### src/rtl/intc_pkg.sv
// Shared definitions for the interrupt controller: register map offsets,
// gateway state encoding and the claim-ID width helper.
package intc_pkg;

  // PRIORITY[k] sits at PRIO_BASE + k; the remaining offsets are added to N.
  localparam int PRIO_BASE     = 0;
  localparam int PENDING_OFS   = 0;
  localparam int ENABLE_OFS    = 1;
  localparam int THRESHOLD_OFS = 2;
  localparam int CLAIM_OFS     = 3;

  typedef enum logic [1:0] {
    GW_IDLE       = 2'd0,
    GW_PENDING    = 2'd1,
    GW_IN_SERVICE = 2'd2
  } gw_state_t;

  function automatic int id_width(input int n);
    return $clog2(n + 1);
  endfunction

endpackage

### src/rtl/priority_search_tree.sv
// Combinational max-priority search over N masked sources; zero latency, no backpressure.
// Equal priorities resolve to the lower source index.
module priority_search_tree #(
  parameter  int W = 3,
  parameter  int N = 8,
  localparam int L = $clog2(N)
) (
  input  logic [N-1:0][W-1:0] prio,
  input  logic [N-1:0]        mask,
  output logic                valid,
  output logic [L-1:0]        index,
  output logic [W-1:0]        max_prio
);

  // Heap layout: node n has children 2n+1 (lower indices) and 2n+2; leaves at N-1+k.
  logic [W-1:0] node_prio [2*N-1];
  logic         node_vld  [2*N-1];
  logic [L-1:0] node_idx  [2*N-1];

  always_comb begin
    logic take_left;
    take_left = 1'b0;
    node_prio = '{default: '0};
    node_vld  = '{default: 1'b0};
    node_idx  = '{default: '0};
    for (int k = 0; k < N; k++) begin
      node_prio[N-1+k] = prio[k];
      node_vld[N-1+k]  = mask[k];
      node_idx[N-1+k]  = L'(k);
    end
    for (int n = N - 2; n >= 0; n--) begin
      take_left = node_vld[2*n+1] &&
                  (!node_vld[2*n+2] || (node_prio[2*n+1] >= node_prio[2*n+2]));
      node_vld[n]  = node_vld[2*n+1] | node_vld[2*n+2];
      node_prio[n] = take_left ? node_prio[2*n+1] : node_prio[2*n+2];
      node_idx[n]  = take_left ? node_idx[2*n+1]  : node_idx[2*n+2];
    end
  end

  assign valid    = node_vld[0];
  assign index    = node_idx[0];
  assign max_prio = node_prio[0];

endmodule

### src/rtl/interrupt_controller.sv
// Interrupt controller with claim/complete register port; 1-cycle read latency, o_irq registered, no backpressure.
// Define INTC_EDGE_TRIGGER_EN for rising-edge sources; level-sensitive otherwise.
module interrupt_controller
  import intc_pkg::*;
#(
  parameter  int W = 3,
  parameter  int N = 8,
  localparam int A = $clog2(N + 4),
  localparam int I = id_width(N)
) (
  input  logic         i_clk,
  input  logic         i_rst,
  input  logic [N-1:0] i_sources,
  input  logic         i_rd_en,
  input  logic         i_wr_en,
  input  logic [A-1:0] i_addr,
  input  logic [31:0]  i_wdata,
  output logic [31:0]  o_rdata,
  output logic         o_rdata_valid,
  output logic         o_irq
);

  localparam int L = $clog2(N);
  localparam logic [A-1:0] ADDR_PRIO_END  = A'(PRIO_BASE + N);
  localparam logic [A-1:0] ADDR_PENDING   = A'(N + PENDING_OFS);
  localparam logic [A-1:0] ADDR_ENABLE    = A'(N + ENABLE_OFS);
  localparam logic [A-1:0] ADDR_THRESHOLD = A'(N + THRESHOLD_OFS);
  localparam logic [A-1:0] ADDR_CLAIM     = A'(N + CLAIM_OFS);

  logic [N-1:0][W-1:0] prio;
  logic [N-1:0]        enable;
  logic [W-1:0]        threshold;

  gw_state_t           gw_state [N];
  gw_state_t           gw_next  [N];
  logic [N-1:0]        pending;
  logic [N-1:0]        in_service;
  logic [N-1:0]        active;
  logic [N-1:0]        eligible;

  logic                tree_vld;
  logic [L-1:0]        tree_idx;
  logic [W-1:0]        tree_prio;
  logic                qualified;
  logic [I-1:0]        claim_id;

  logic                claim;
  logic                cmp_in_range;
  logic [L-1:0]        cmp_idx;
  logic                complete;
  logic [31:0]         rd_mux;
  logic                unused_wdata;

  assign unused_wdata = ^i_wdata;

`ifdef INTC_EDGE_TRIGGER_EN
  logic [N-1:0] src_prev;

  always_ff @(posedge i_clk) begin
    if (i_rst) src_prev <= '0;
    else       src_prev <= i_sources;
  end

  assign active = i_sources & ~src_prev;
`else
  assign active = i_sources;
`endif

  always_comb begin
    eligible = '0;
    for (int k = 0; k < N; k++)
      eligible[k] = pending[k] & enable[k] & (prio[k] != '0);
  end

  priority_search_tree #(
    .W (W),
    .N (N)
  ) u_tree (
    .prio     (prio),
    .mask     (eligible),
    .valid    (tree_vld),
    .index    (tree_idx),
    .max_prio (tree_prio)
  );

  assign qualified = tree_vld && (tree_prio > threshold);
  assign claim_id  = qualified ? (I'(tree_idx) + I'(1)) : '0;

  assign claim        = i_rd_en && (i_addr == ADDR_CLAIM) && qualified;
  assign cmp_in_range = (i_wdata != 32'd0) && (i_wdata <= 32'(N));
  assign cmp_idx      = L'(i_wdata - 32'd1);
  assign complete     = i_wr_en && (i_addr == ADDR_CLAIM) && cmp_in_range && in_service[cmp_idx];

  // Gateway FSM per source: state register, next state, decoded outputs.
  always_ff @(posedge i_clk) begin
    for (int k = 0; k < N; k++) begin
      if (i_rst) gw_state[k] <= GW_IDLE;
      else       gw_state[k] <= gw_next[k];
    end
  end

  always_comb begin
    for (int k = 0; k < N; k++) begin
      gw_next[k] = gw_state[k];
      case (gw_state[k])
        GW_IDLE:       if (active[k]) gw_next[k] = GW_PENDING;
        GW_PENDING:    if (claim && (tree_idx == L'(k))) gw_next[k] = GW_IN_SERVICE;
        GW_IN_SERVICE: if (complete && (cmp_idx == L'(k))) gw_next[k] = GW_IDLE;
        default:       gw_next[k] = GW_IDLE;
      endcase
    end
  end

  always_comb begin
    pending    = '0;
    in_service = '0;
    for (int k = 0; k < N; k++) begin
      pending[k]    = (gw_state[k] == GW_PENDING);
      in_service[k] = (gw_state[k] == GW_IN_SERVICE);
    end
  end

  always_ff @(posedge i_clk) begin
    if (i_rst) begin
      prio      <= '0;
      enable    <= '0;
      threshold <= '0;
    end else if (i_wr_en) begin
      if (i_addr < ADDR_PRIO_END)           prio[i_addr[L-1:0]] <= i_wdata[W-1:0];
      else if (i_addr == ADDR_ENABLE)       enable              <= i_wdata[N-1:0];
      else if (i_addr == ADDR_THRESHOLD)    threshold           <= i_wdata[W-1:0];
    end
  end

  always_comb begin
    rd_mux = '0;
    if (i_addr < ADDR_PRIO_END)           rd_mux = 32'(prio[i_addr[L-1:0]]);
    else if (i_addr == ADDR_PENDING)      rd_mux = 32'(pending);
    else if (i_addr == ADDR_ENABLE)       rd_mux = 32'(enable);
    else if (i_addr == ADDR_THRESHOLD)    rd_mux = 32'(threshold);
    else if (i_addr == ADDR_CLAIM)        rd_mux = 32'(claim_id);
  end

  always_ff @(posedge i_clk) begin
    if (i_rst) begin
      o_rdata       <= '0;
      o_rdata_valid <= 1'b0;
      o_irq         <= 1'b0;
    end else begin
      o_rdata_valid <= i_rd_en;
      if (i_rd_en) o_rdata <= rd_mux;
      o_irq <= qualified;
    end
  end

endmodule

### config.mk
export PLATFORM = sky130hd
export DESIGN_NAME = interrupt_controller
export DESIGN_NICKNAME = d
export VERILOG_FILES = /design/src/rtl/intc_pkg.sv /design/src/rtl/priority_search_tree.sv /design/src/rtl/interrupt_controller.sv
export SDC_FILE = /design/constraint.sdc
export NUM_CORES = 1
export LEC_CHECK = 0
export CAP_MARGIN = 25
export CORE_MARGIN = 4
export CORE_UTILIZATION = 55
export DETAILED_ROUTE_END_ITERATION = 7
export PLACE_DENSITY = 0.83
export SETUP_SLACK_MARGIN = 0.2
export SLEW_MARGIN = 0
export SYNTH_ARGS = -nofsm -noshare
export SYNTH_HDL_FRONTEND = slang
export SYNTH_SLANG_ARGS = --single-unit
### constraint.sdc
create_clock -name i_clk -period 11.2 [get_ports i_clk]
set_clock_uncertainty 0.15 [all_clocks]
set_input_delay 2.24 -clock i_clk [delete_from_list [all_inputs] [get_ports i_clk]]
set_output_delay 2.24 -clock i_clk [all_outputs]
set_load 0.02 [all_outputs]
== After elaboration in Yosys (flattened, before gate mapping) ==
Memories as Yosys holds them, arrays and structs flattened.
Index checks and enable logic that the tools add are counted.

* Register bits after elaboration: 69
* Memory bits (writable): 16
* Input bits: 48
* Output and inout bits: 34
* Word-level logic and storage cells: 233
* Memories kept: 1

* $add $sub $neg: 2
* $lt $le $gt $ge: 13
* Eq/ne operators: 34
* Mux-type cells: 70
* Bitwise logic cells: 33
* Reductions and logical operators: 67

{| class="wikitable"
|+ Memories
! name !! words !! bits a word !! rd ports !! clocked after memory_dff !! wr ports !! RTL line !! source
|-
| gw_state || 8 || 2 || 8 || 0 || 8 || interrupt_controller.sv:34 || <nowiki>gw_state_t gw_state [N];</nowiki>
|}

{| class="wikitable"
|+ Operator list
! kind !! number
|-
| $mux 2 || 32
|-
| $pmux 2 s3 || 8
|-
| $mux 3 || 12
|-
| $le 32x4->1 const B || 1
|-
| $reduce_bool 32->1 || 1
|-
| $logic_and 1x1->1 || 31
|-
| $bwmux 24 || 1
|-
| $eq 3x3->1 const B || 8
|-
| $mux 8 || 3
|-
| $reduce_bool 3->1 || 8
|-
| $ge 3x3->1 || 7
|-
| $and 1x1->1 || 16
|-
| $eq 2x1->1 const B || 8
|-
| $eq 2x2->1 const B || 8
|-
| $eq 4x4->1 const B || 4
|-
| $logic_not 2->1 || 8
|-
| $or 1x1->1 || 15
|-
| $eq 3x2->1 const B || 4
|-
| $mux 4 || 3
|-
| $bmux 3 s3 || 1
|-
| $demux 3 s3 || 1
|-
| $lt 3x4->1 const B || 2
|-
| $mux 1 || 8
|-
| $logic_not 1->1 || 7
|-
| other kinds (13) || 22
|}

== Logic depth before layout (Yosys ltp) ==
Gate-level depths: netlist of run 1.
An unclocked memory read counts as a cell.

* Depth after elaboration: 24
* Gate-level depth with buffers: 30
* Mapped depth without buffers: 29

== Hierarchy ==
A second synthesis of run 1 with hierarchy kept.

* Cell total of the unflattened synthesis: 523
* Area, all modules: 4367.9 µm²

{| class="wikitable"
|+ Modules (own cells, without submodules)
! module !! times used !! cells each !! area each (µm²) !! sequential area each (µm²)
|-
| interrupt_controller || 1 || 412 || 3480.8 || 1221.2
|-
| priority_search_tree || 1 || 111 || 887.1 || 0.0
|}

== Worst setup path after synthesis of run 1 ==
No wires, ideal clock.

* Path kind: flip-flop to flip-flop
* Start point: register prio[18] in the netlist's numbering
* End point: memory gw_state[0][0] in the netlist's numbering
* Library setup time: 0.103 ns
* Arrival time: 5.681 ns
* Required time: 10.947 ns
* Path slack: 5.266 ns
* Stages on the path, launching flop included: 28
* Path buffers: 1
* Clock period less this slack: 5.934 ns
* Path through: dfxtp_1 > inv_1 > ha_1 > nand2b_1 > a21o_1 > a2111o_1 > a21bo_2 > nand2_1 > ha_1 > nand2b_1 > a211oi_1 > o21ai_1 > and2_2 > o31ai_1 > ha_1 > a21oi_1 > o221ai_4 > nand2_4 > clkinv_4 > buf_12 > o21ai_0 > ha_1 > nor2b_1 > o21a_1 > o2111ai_2 > nor2_1 > and3_1 > a2111oi_2

{| class="wikitable"
|+ RTL lines
! item !! RTL line !! source
|-
| from (decl) || interrupt_controller.sv:30 || <nowiki>logic [N-1:0][W-1:0] prio;</nowiki>
|-
| from (signal, indexed assignment) || interrupt_controller.sv:129 || <nowiki>if (i_addr < ADDR_PRIO_END) prio[i_addr[L-1:0]] <= i_wdata[W-1:0];</nowiki>
|-
| to (decl) || interrupt_controller.sv:34 ||
|}

== Worst setup path in the final report of run 1 ==
* Start point: register prio[9] in the netlist's numbering
* End point: register o_rdata[2]

* Word-level cells in the longest chain between the ends: 22
* Elaborated cells between the ends (all ways): 31
* Classes of those cells: add/sub (1); order compare (4); mux (12); bitwise (4); reduce/logical (10)

{| class="wikitable"
|+ RTL lines
! item !! RTL line !! source
|-
| branches (longest 16 deep; another with $ge 3x3->1) || - ||
|-
| $mux 4 (*) || interrupt_controller.sv:87 || <nowiki>assign claim_id = qualified ? (I'(tree_idx) + I'(1)) : '0;</nowiki>
|-
| $mux 4 (*) || interrupt_controller.sv:141 || <nowiki>else if (i_addr == ADDR_CLAIM) rd_mux = 32'(claim_id);</nowiki>
|-
| $mux 4 (*) || interrupt_controller.sv:140 || <nowiki>else if (i_addr == ADDR_THRESHOLD) rd_mux = 32'(threshold);</nowiki>
|-
| $mux 8 (*) || interrupt_controller.sv:139 || <nowiki>else if (i_addr == ADDR_ENABLE) rd_mux = 32'(enable);</nowiki>
|-
| $mux 8 (*) || interrupt_controller.sv:138 || <nowiki>else if (i_addr == ADDR_PENDING) rd_mux = 32'(pending);</nowiki>
|-
| $mux 8 (*) || interrupt_controller.sv:137 || <nowiki>if (i_addr < ADDR_PRIO_END) rd_mux = 32'(prio[i_addr[L-1:0]]);</nowiki>
|-
| to (signal assigned) || interrupt_controller.sv:151 || <nowiki>if (i_rd_en) o_rdata <= rd_mux;</nowiki>
|-
| to (decl) || interrupt_controller.sv:18 || <nowiki>output logic [31:0] o_rdata,</nowiki>
|}

Mark *: on every way between the ends.
A chain may end at the register's enable or synchronous reset.

==> results.yml, run 1 <==
pwr:
  power_w: 0.000504
  swShare_pct: 28.4
  p_leak_nw: 1.96
  p_comb_share_pct: 14.9
  pwr-share-seq_pct: 45.1
  clkPwrFrac_pct: 40.0
  power_switching_w: 0.000143
  power_density_nw_per_um2: 92.9
  ir_drop_v: 0.0000728
  p_int_w: 0.000360
detailed_routing:
  maxUsedRoutingLayer: "met4"
  drc: 0
  drtPass1Iterations: 6
  drt_wl_total_um: 14200
  viasPerCell: 6.26
  routedLengthMet1_um: 5950
  dr_wl_met2_um: 6800
  dr_wl_met3_um: 1080
  ant_nets: 0
  dr_total_vias: 4531
  wl_per_cell_um: 19.6
  dr.first_iter.drc_count: 369
layout:
  nets: 698
  multiInputGateArea_um2: 3160
  fill_cells: 716
  n_antenna_cell: 0
  drive_gt1_share_pct: 8.40
  syn2layout_area_growth_pct: 14.9
  seqCellArea_um2: 1220
  fin_cells: 724
logic_synthesis:
  synth_seq_cells: 61
  synth-main-ff-cell: "dfxtp_1"
  synth_top_area_share_pct: 25.9
  synth_most_common_cell: "nor2_1"
  yosys-top-cells-area: "dfxtp_1, ha_1, nor2_1"
  synth-edff-count: 0
  synth_seq_area_share_pct: 25.9
  yosysWarnings: 0
  postSynthAreaPerCell_um2: 8.27
  synth.distinct_cells: 85
  synthCells: 570
  synth_common_cells: "nor2_1, dfxtp_1, nand2_1, ha_1, a21oi_1"
  ys_async_sr_fraction_pct: 0
  syn_area_um2: 4710
  yosys.area.top_type: "dfxtp_1"
critical_path:
  critPathLaunch: "prio[9]"
  endpoint_kind: "flop"
  rr_worst_depth: 25
  required_ns: 11.26
  cp.arrival_ns: 6.84
  crit_path_end: "o_rdata[2]"
  worstSetupPathType: "flop to flop"
  critPathMaxFanout: 13
  regToRegSetupSlack_ns: 4.42
  regToRegStartpoint: "prio[9]"
  r2r_end: "o_rdata[2]"
  cp-start-kind: "flop"
clocking:
  clock_latency_ns: 0.35
  clockBufferDepth: 2
  tritoncts: "built"
  clockRootBuffer: "clkbuf_8"
  h-tree-depth: 3
  cts_sinks: 61
  clkTransAtPathRegs_ns: 0.07
  cts_setup_buffers: 0
  cts.repair.resized: 0
  cts-buffers-inserted: 9
  ctsHoldBuffers: 0
die:
  core_region_area_um2: 8260
  io_pins: 82
  rows: 33
  die-width_um: 101
  die_h_um: 101
  die_area_um2: 10100
  initial_utilization_pct: 57.1
min_path:
  min_path_type: "flop to flop"
place:
  dp.cells: 708
  gp_congestion: 0.929
  portBuffers: 57
  dp_hpwl_um: 10800
  dp_slack_ns: 4.59
job:
  cap_violations: 0
timing:
  period_minus_slack_ns: 6.78
  timing.fmax_ghz: 0.147
  timing.hold.ws_ns: 0.306
  setup_viol: 0
  worst_slack_ns: 4.42
  slew_viol_final: 0
  hold_violations: 0
  rsz0062_at_grt: "false"
  finalSetupTns_ns: 0
  tightest_slew_ns: 0.963
  maxSlewHeadroom_pct: 35.2
  finalCritPeriodShare_pct: 60.5
grt:
  overflow: 0
  grt_max_degree: 63
  grt_pass1_wl_um: 22400
  antenna_found_initial: 0
  grt_pass1_vias: 4335
  grt_usage_pct: 28.7
outcome:
  outcome: "finished, final reports clean"
==> critical path, stage by stage, from the launching register on <==
cell,delay (ns)
dfxtp_1,0.48
ha_1,0.28
nand2b_1,0.14
a21o_1,0.19
a211oi_1,0.45
o21ai_0,0.18
and2_1,0.22
ha_1,0.28
a211oi_1,0.08
o21a_1,0.24
a2111oi_0,0.68
a21oi_1,0.10
ha_1,0.33
a21oi_1,0.27
o221ai_4,0.18
nand2_4,0.14
clkinv_4,0.13
a311oi_1,0.23
a31oi_1,0.07
ha_1,0.19
nor2b_1,0.12
o21a_1,0.16
o2111ai_2,0.26
nor3_1,0.45
a31oi_1,0.18
a2111oi_0,0.46
==> power by group through the flow <==
stage          Combinational (W)  Sequential, W  Clock [W]
4_1_cts                0.0000726       0.000227   0.000202
6_report               0.0000751       0.000227   0.000201
5_1_grt                0.0000809       0.000228   0.000211
3_3_place_gp           0.0000707       0.000232          0
3_5_place_dp           0.0000722       0.000232          0
2_1_floorplan          0.0000486       0.000231          0
==> cell families after synthesis <==
| kind of cell | share of synthesized area (%) |
|---|---|
| AOI/OAI and AO/OA | 22.3 |
| xor gates and xnor gates | 0.186 |
| adders and majority gates | 9.29 |
| buffers and inverters | 8.87 |
| DFF | 25.9 |
| muxes | 9.00 |
| other | 0.0796 |
| and+or+nand+nor | 24.4 |
==> layer usage <==
layer,track usage [%],vias to the layer above
met5,0,-
met4,11.3,0
met3,4.36,28
met2,47.7,207
met1,37.3,2173
li1,-,2123
==> sequential cells by signal (all words and copies together) (netlist names) <==
name and count:
threshold 3, o_rdata 8, gw_state 16, enable 8, prio 24, o_irq 1
o_rdata_valid 1
==> worst min-delay path by stage <==
| stage | startpoint | cells after the start | slack, ns | endpoint |
|---|---|---|---|---|
| 6_report | gw_state[1][5] | 1 | 0.31 | gw_state[1][4] |
| 5_1_grt | gw_state[1][5] | 1 | 0.32 | gw_state[1][4] |
| 4_1_cts | gw_state[1][5] | 1 | 0.30 | gw_state[1][4] |
| 3_5_place_dp | gw_state[1][5] | 1 | 0.29 | gw_state[1][4] |
| 3_3_place_gp | gw_state[1][3] | 1 | 0.27 | gw_state[1][2] |
| 2_1_floorplan | gw_state[1][5] | 1 | 0.26 | gw_state[1][4] |
==> layout by cell type, fill, tap and decap left out, types with 24 or more instances in the layout <==
master / count
dfxtp_1: 61
mux2i_1: 24
nand2_1: 39
ha_1: 35
nor2_1: 66
a21oi_1: 33
inv_1: 26
clkdlybuf4s50_1: 56
conb_1: 24
o21ai_0: 29
==> stage by stage <==
| stage | area [um^2] | util, % |
|---|---|---|
| 2_1_floorplan | 4800 | - |
| 3_3_place_gp | 5200 | 63.0 |
| 3_5_place_dp | 5200 | 63.0 |
| 4_1_cts | 5390 | 65.3 |
| 5_1_grt | 5420 | 65.6 |
| 6_report | 5420 | 65.6 |
==> layout make-up <==
type,count,share of cell area (%)
well taps,105,2.42
clock inverters,4,0.901
repair buffers,59,11.1
clock buffers,11,2.61
multi-input cells,455,58.3
inverters,29,2.10
flip-flops and latches,61,22.5
Power figures use the tool's default switching activity.
==> run 2, diff against run 1 <==
--- a/config.mk
+++ b/config.mk
@@ -7,9 +7,9 @@
 export LEC_CHECK = 0
 export CAP_MARGIN = 25
 export CORE_MARGIN = 4
-export CORE_UTILIZATION = 55
+export CORE_UTILIZATION = 49
 export DETAILED_ROUTE_END_ITERATION = 7
-export PLACE_DENSITY = 0.83
+export PLACE_DENSITY = 0.78
 export SETUP_SLACK_MARGIN = 0.2
 export SLEW_MARGIN = 0
 export SYNTH_ARGS = -nofsm -noshare
==> constraint.sdc (replaced) <==
create_clock -name i_clk -period 5.65 [get_ports i_clk]
set_clock_uncertainty 0.15 [all_clocks]
set_input_delay 1.13 -clock i_clk [delete_from_list [all_inputs] [get_ports i_clk]]
set_output_delay 1.13 -clock i_clk [all_outputs]
set_load 0.02 [all_outputs]
==> run 2 against run 1 <==
The run now ends with negative setup slack left. Utilization is 4.5 points higher. Register-to-register slack worse by 4.6 ns. Combinational power increased by 130%. Via count rose by 8.4%. Sequential share of layout area shrank 3.7 points. Sequential cell count unchanged. Cell area up 20%. Critical path type unchanged. Critical endpoint is now o_rdata[3]. Largest power group unchanged.
==> results.yml, run 2 (synthesis gave the netlist of run 1 again) <==
layout:
  top_register: "prio"
  final_common_cell: "buf_4"
  nets: 776
  largest_reg_flops: 24
  reg_top3: "prio x24, gw_state x16"
  fill_cells: 711
  design_area_um2: 6510
  drive_gt1_share_pct: 27.3
  n_antenna_cell: 0
  final_cell_mix: "buf_4, nor2_1, clkdlybuf4s50_1, dfxtp_1, nand2_1"
  syn2layout_area_growth_pct: 38.2
  fin_cells: 826
timing:
  worst_slack_ns: -0.180
  timing.fmax_ghz: 0.172
  hold_violations: 0
  tightest_slew_ns: 0.941
  finalCritPeriodShare_pct: 103
  maxSlewHeadroom_pct: 36.7
  period_minus_slack_ns: 5.83
  setup_viol: 13
  rsz0062_at_grt: "true"
  slew_viol_final: 0
critical_path:
  critPathMaxFanout: 6
  max_stage_delay_ns: 0.47
  required_ns: 5.74
  cp.arrival_ns: 5.92
  cp-start-kind: "flop"
  cp_slowest_cell: "a2111o_1"
  worstSetupPathType: "flop to flop"
  endpoint_kind: "flop"
clocking:
  tritoncts: "built"
  h-tree-depth: 3
  cts-buffers-inserted: 9
  clock_latency_ns: 0.35
  clkTransAtPathRegs_ns: 0.07
  clockRootBuffer: "clkbuf_8"
  cts_sinks: 61
  clockBufferDepth: 2
detailed_routing:
  ant_nets: 0
  wl_per_cell_um: 19.8
  drc: 0
  dr.first_iter.drc_count: 569
  dr_total_vias: 4912
  drtPass1Iterations: 5
  viasPerCell: 5.95
  drt_wl_total_um: 16300
grt:
  grt_max_degree: 63
  overflow: 0
  grt_pass1_vias: 4807
  antenna_found_initial: 0
  grt_usage_pct: 28.0
  grt_pass1_wl_um: 24900
die:
  core_region_area_um2: 9280
  die_area_um2: 11300
  rows: 35
  die-width_um: 106
  initial_utilization_pct: 50.8
  die_h_um: 106
  io_pins: 82
min_path:
  min_path_type: "flop to flop"
place:
  place_area_um2: 5730
  gp_congestion: 0.975
  dp_slack_ns: -0.307
  dp_hpwl_um: 11800
  dp.cells: 791
  portBuffers: 57
outcome:
  outcome: "complete, but fails checks"
  failed_checks: "negative setup slack"
pwr:
  p_leak_nw: 2.49
  power_density_nw_per_um2: 156
  ir_drop_v: 0.000150
job:
  cap_violations: 0
[run 2: worst max-delay path: cells and delay by family (launching register included)]
family | cells | cell delay [ns]
AO/OA/AOI/OAI | 14 | 2.80
AND/OR/NAND/NOR | 7 | 0.98
adder cells (fa/ha/maj) | 4 | 0.93
buffers and inverters | 4 | 0.53
flip-flops | 1 | 0.33
[run 2: metrics by stage]
| step | utilization (%) | hold slack (ns) | total power, W | setup TNS, ns |
|---|---|---|---|---|
| CTS | 66.2 | 0.297 | 0.000999 | -1.22 |
| finish | 70.1 | 0.295 | 0.00101 | -1.18 |
| detailed placement | 61.8 | 0.275 | 0.000612 | -3.06 |
| global placement | 61.8 | 0.271 | 0.000608 | -0.0268 |
| floorplan | - | 0.260 | 0.000556 | 0 |
| global route | 70.1 | 0.318 | 0.00105 | -5.74 |
[run 2: worst paths after layout]
path | start | depth (start not counted) | to | slack (ns)
worst min register to register | gw_state[1][5] | 1 | gw_state[1][4] | 0.29
worst max-delay path | prio[18] | 29 | o_rdata[3] | -0.18
worst min-delay path | gw_state[1][5] | 1 | gw_state[1][4] | 0.29
worst max register to register | prio[18] | 29 | o_rdata[3] | -0.18
[run 2: area by class of cell]
| class | count | area (um^2) | share of cell area (%) |
|---|---|---|---|
| Sequential cell | 61 | 1230 | 18.9 |
| Timing Repair Buffer | 137 | 1200 | 18.4 |
| Tap cell | 129 | 161 | 2.48 |
| Multi-Input combinational cell | 455 | 3620 | 55.6 |
| Clock buffer | 11 | 141 | 2.17 |
| Inverter | 29 | 114 | 1.75 |
| Clock inverter | 4 | 48.8 | 0.749 |
[run 2: power breakdown]
group          switching (W)  leakage (nW)  internal [W]
sequential        0.00000945         0.498      0.000439
combinational      0.0000989          1.89     0.0000752
clock               0.000178        0.0992      0.000213
total               0.000286          2.49      0.000727
[run 2: timing repair]
item,4_1_cts,5_1_grt
hold buffers,0,0
endpoints found under the setup margin,20,21
setup buffers,9,10
gates resized for setup,30,58
pin swaps,26,37
[run 2: metal layers]
metal  part of all wire, %  vias to the layer above  GRT usage, %  wire, um
met3                   8.5                       53          5.53      1390
met2                    49                      258          47.8      8050
li1                      -                     2278             -         -
met4                   3.5                        0          11.0       573
met1                    39                     2323          34.7      6330
met5                     0                        -             0         0
==> run 3, diff against run 2 <==
--- a/config.mk
+++ b/config.mk
@@ -8,8 +8,10 @@
 export CAP_MARGIN = 25
 export CORE_MARGIN = 4
 export CORE_UTILIZATION = 49
+export CTS_CLUSTER_SIZE = 10
 export DETAILED_ROUTE_END_ITERATION = 7
-export PLACE_DENSITY = 0.78
+export PLACE_DENSITY_LB_ADDON = 0.08
+export REMOVE_ABC_BUFFERS = 1
 export SETUP_SLACK_MARGIN = 0.2
 export SLEW_MARGIN = 0
 export SYNTH_ARGS = -nofsm -noshare
==> run 3 against run 2 <==
The run still ends with negative setup slack left. First-iteration DRC count decreased by 35%. Wire length up 7.4%. Register-to-register slack gained 0.07 ns. Utilization rose by 6.0 points. Sequential cell count stayed put. Die area unchanged. Clock power is 10% lower. Global-route usage grew 1.5 points. Critical path type unchanged. Critical endpoint is now gw_state[0][0]. Largest power group unchanged.
==> results.yml, run 3 (synthesis gave the netlist of run 1 again) <==
outcome:
  outcome: "complete, but fails checks"
  failed_checks: "negative setup slack"
layout:
  final_common_cell: "buf_4"
  reg_top3: "prio x24, gw_state x16"
  largest_reg_flops: 24
  top_register: "prio"
  final_cell_mix: "buf_4, nor2_1, clkdlybuf4s50_1, dfxtp_1, nand2_1"
  final_util_pct: 76.2
  fill_cells: 680
  nets: 857
  drive_gt1_share_pct: 35.7
  design_area_um2: 7070
  syn2layout_area_growth_pct: 50.0
  n_antenna_cell: 0
timing:
  tightest_slew_ns: 1.05
  period_minus_slack_ns: 5.76
  setup_viol: 16
  maxSlewHeadroom_pct: 29.1
  hold_violations: 0
  timing.fmax_ghz: 0.174
  rsz0062_at_grt: "true"
  slew_viol_final: 0
  worst_slack_ns: -0.112
  finalCritPeriodShare_pct: 102
critical_path:
  cp_slowest_cell: "a2111o_1"
  max_stage_delay_ns: 0.46
  rr_worst_depth: 28
  r2r_end: "gw_state[0][0]"
  regToRegStartpoint: "prio[18]"
  critPathMaxFanout: 6
  endpoint_kind: "flop"
  regToRegSetupSlack_ns: -0.11
  cp.arrival_ns: 5.84
  worstSetupPathType: "flop to flop"
  cp-start-kind: "flop"
  required_ns: 5.73
clocking:
  cts-buffers-inserted: 9
  tritoncts: "built"
  ctsHoldBuffers: 0
  h-tree-depth: 3
  clockBufferDepth: 2
  clock_latency_ns: 0.34
  clkTransAtPathRegs_ns: 0.08
  clockRootBuffer: "clkbuf_8"
  cts_sinks: 61
die:
  rows: 35
  core_region_area_um2: 9280
  initial_utilization_pct: 50.8
  die-width_um: 106
  die_h_um: 106
  die_area_um2: 11300
  io_pins: 82
pwr:
  ir_drop_v: 0.000142
  p_leak_nw: 2.84
  power_w: 0.000986
  power_density_nw_per_um2: 140
min_path:
  min_path_type: "flop to flop"
  whs_path_depth: 1
  hold_start: "gw_state[1][5]"
  hold_end: "gw_state[1][4]"
grt:
  grt_max_degree: 36
  overflow: 0
  grt_pass1_vias: 5088
  grt_pass1_wl_um: 26000
  grt_usage_pct: 29.5
  antenna_found_initial: 0
place:
  dp_hpwl_um: 12300
  gp_congestion: 0.963
  portBuffers: 57
  place_area_um2: 6160
detailed_routing:
  dr_total_vias: 5234
  drt_wl_total_um: 17500
  ant_nets: 0
  wl_per_cell_um: 19.3
  dr.first_iter.drc_count: 371
  viasPerCell: 5.77
  drtPass1Iterations: 5
  drc: 0
job:
  cap_violations: 0
## run 3: changes by cell type in the layout (fill, tap and decap cells not counted), moves of 3 or more
cell and change:
buf_4 +82, ha_1 -3, nor2_1 -3, nor4_2 +3
nor4_4 -3
## run 3: stage by stage
| step | setup WS, ns | hold WS (ns) | cells | setup TNS (ns) |
|---|---|---|---|---|
| floorplan | -0.192 | 0.260 | 545 | -0.357 |
| global placement | -0.387 | 0.287 | 853 | -4.40 |
| detailed placement | -0.554 | 0.290 | 854 | -8.15 |
| CTS | 0.0555 | 0.303 | 891 | 0 |
| global route | -0.349 | 0.322 | 907 | -5.02 |
| finish | -0.112 | 0.308 | 907 | -0.961 |
## run 3: worst max-delay path by stage
| stage | start | endpoint | cells after the start |
|---|---|---|---|
| finish | prio[18] | gw_state[0][0] | 28 |
| global route | prio[18] | gw_state[1][1] | 28 |
| CTS | prio[18] | gw_state[1][0] | 28 |
| detailed placement | prio[18] | gw_state[0][7] | 30 |
| global placement | prio[18] | gw_state[0][7] | 29 |
| floorplan | prio[18] | gw_state[0][0] | 26 |
## run 3: area by class of cell
| cell class | instances | area [um^2] | share of cell area [%] |
|---|---|---|---|
| clock buffers | 11 | 141 | 2.00 |
| clock inverters | 4 | 25.0 | 0.354 |
| inverters | 29 | 114 | 1.61 |
| multi-input cells | 455 | 3600 | 50.9 |
| flip-flops and latches | 61 | 1230 | 17.4 |
| well taps | 129 | 161 | 2.28 |
| repair buffers | 218 | 1800 | 25.5 |
## run 3: layer usage
layer / GRT usage [%] / vias up / routed length [um]
met5: 0 / - / 0
met3: 5.89 / 71 / 1320
li1: - / 2443 / -
met1: 35.3 / 2456 / 6850
met2: 50.7 / 264 / 8490
met4: 13.6 / 0 / 875
## run 3: timing repair
item / CTS / global route
resized for setup: 62 / 40
endpoints found under the setup margin: 21 / 20
pin swaps: 48 / 29
buffers inserted: 22 / 16
## run 3: critical path: cells and delay by family (launching register included)
kind,cells,cell delay (ns)
AOI/OAI and AO/OA,12,2.66
adders and majority gates,4,1.06
and+or+nand+nor,8,0.99
buffers and inverters,4,0.47
DFF,1,0.33
## run 3: where the power goes
group	leakage (nW)	total, W	internal (W)	switching [W]
Combinational	2.26	0.000191	0.0000866	0.000105
Sequential	0.499	0.000444	0.000439	0.00000535
Clock	0.0812	0.000351	0.000167	0.000183
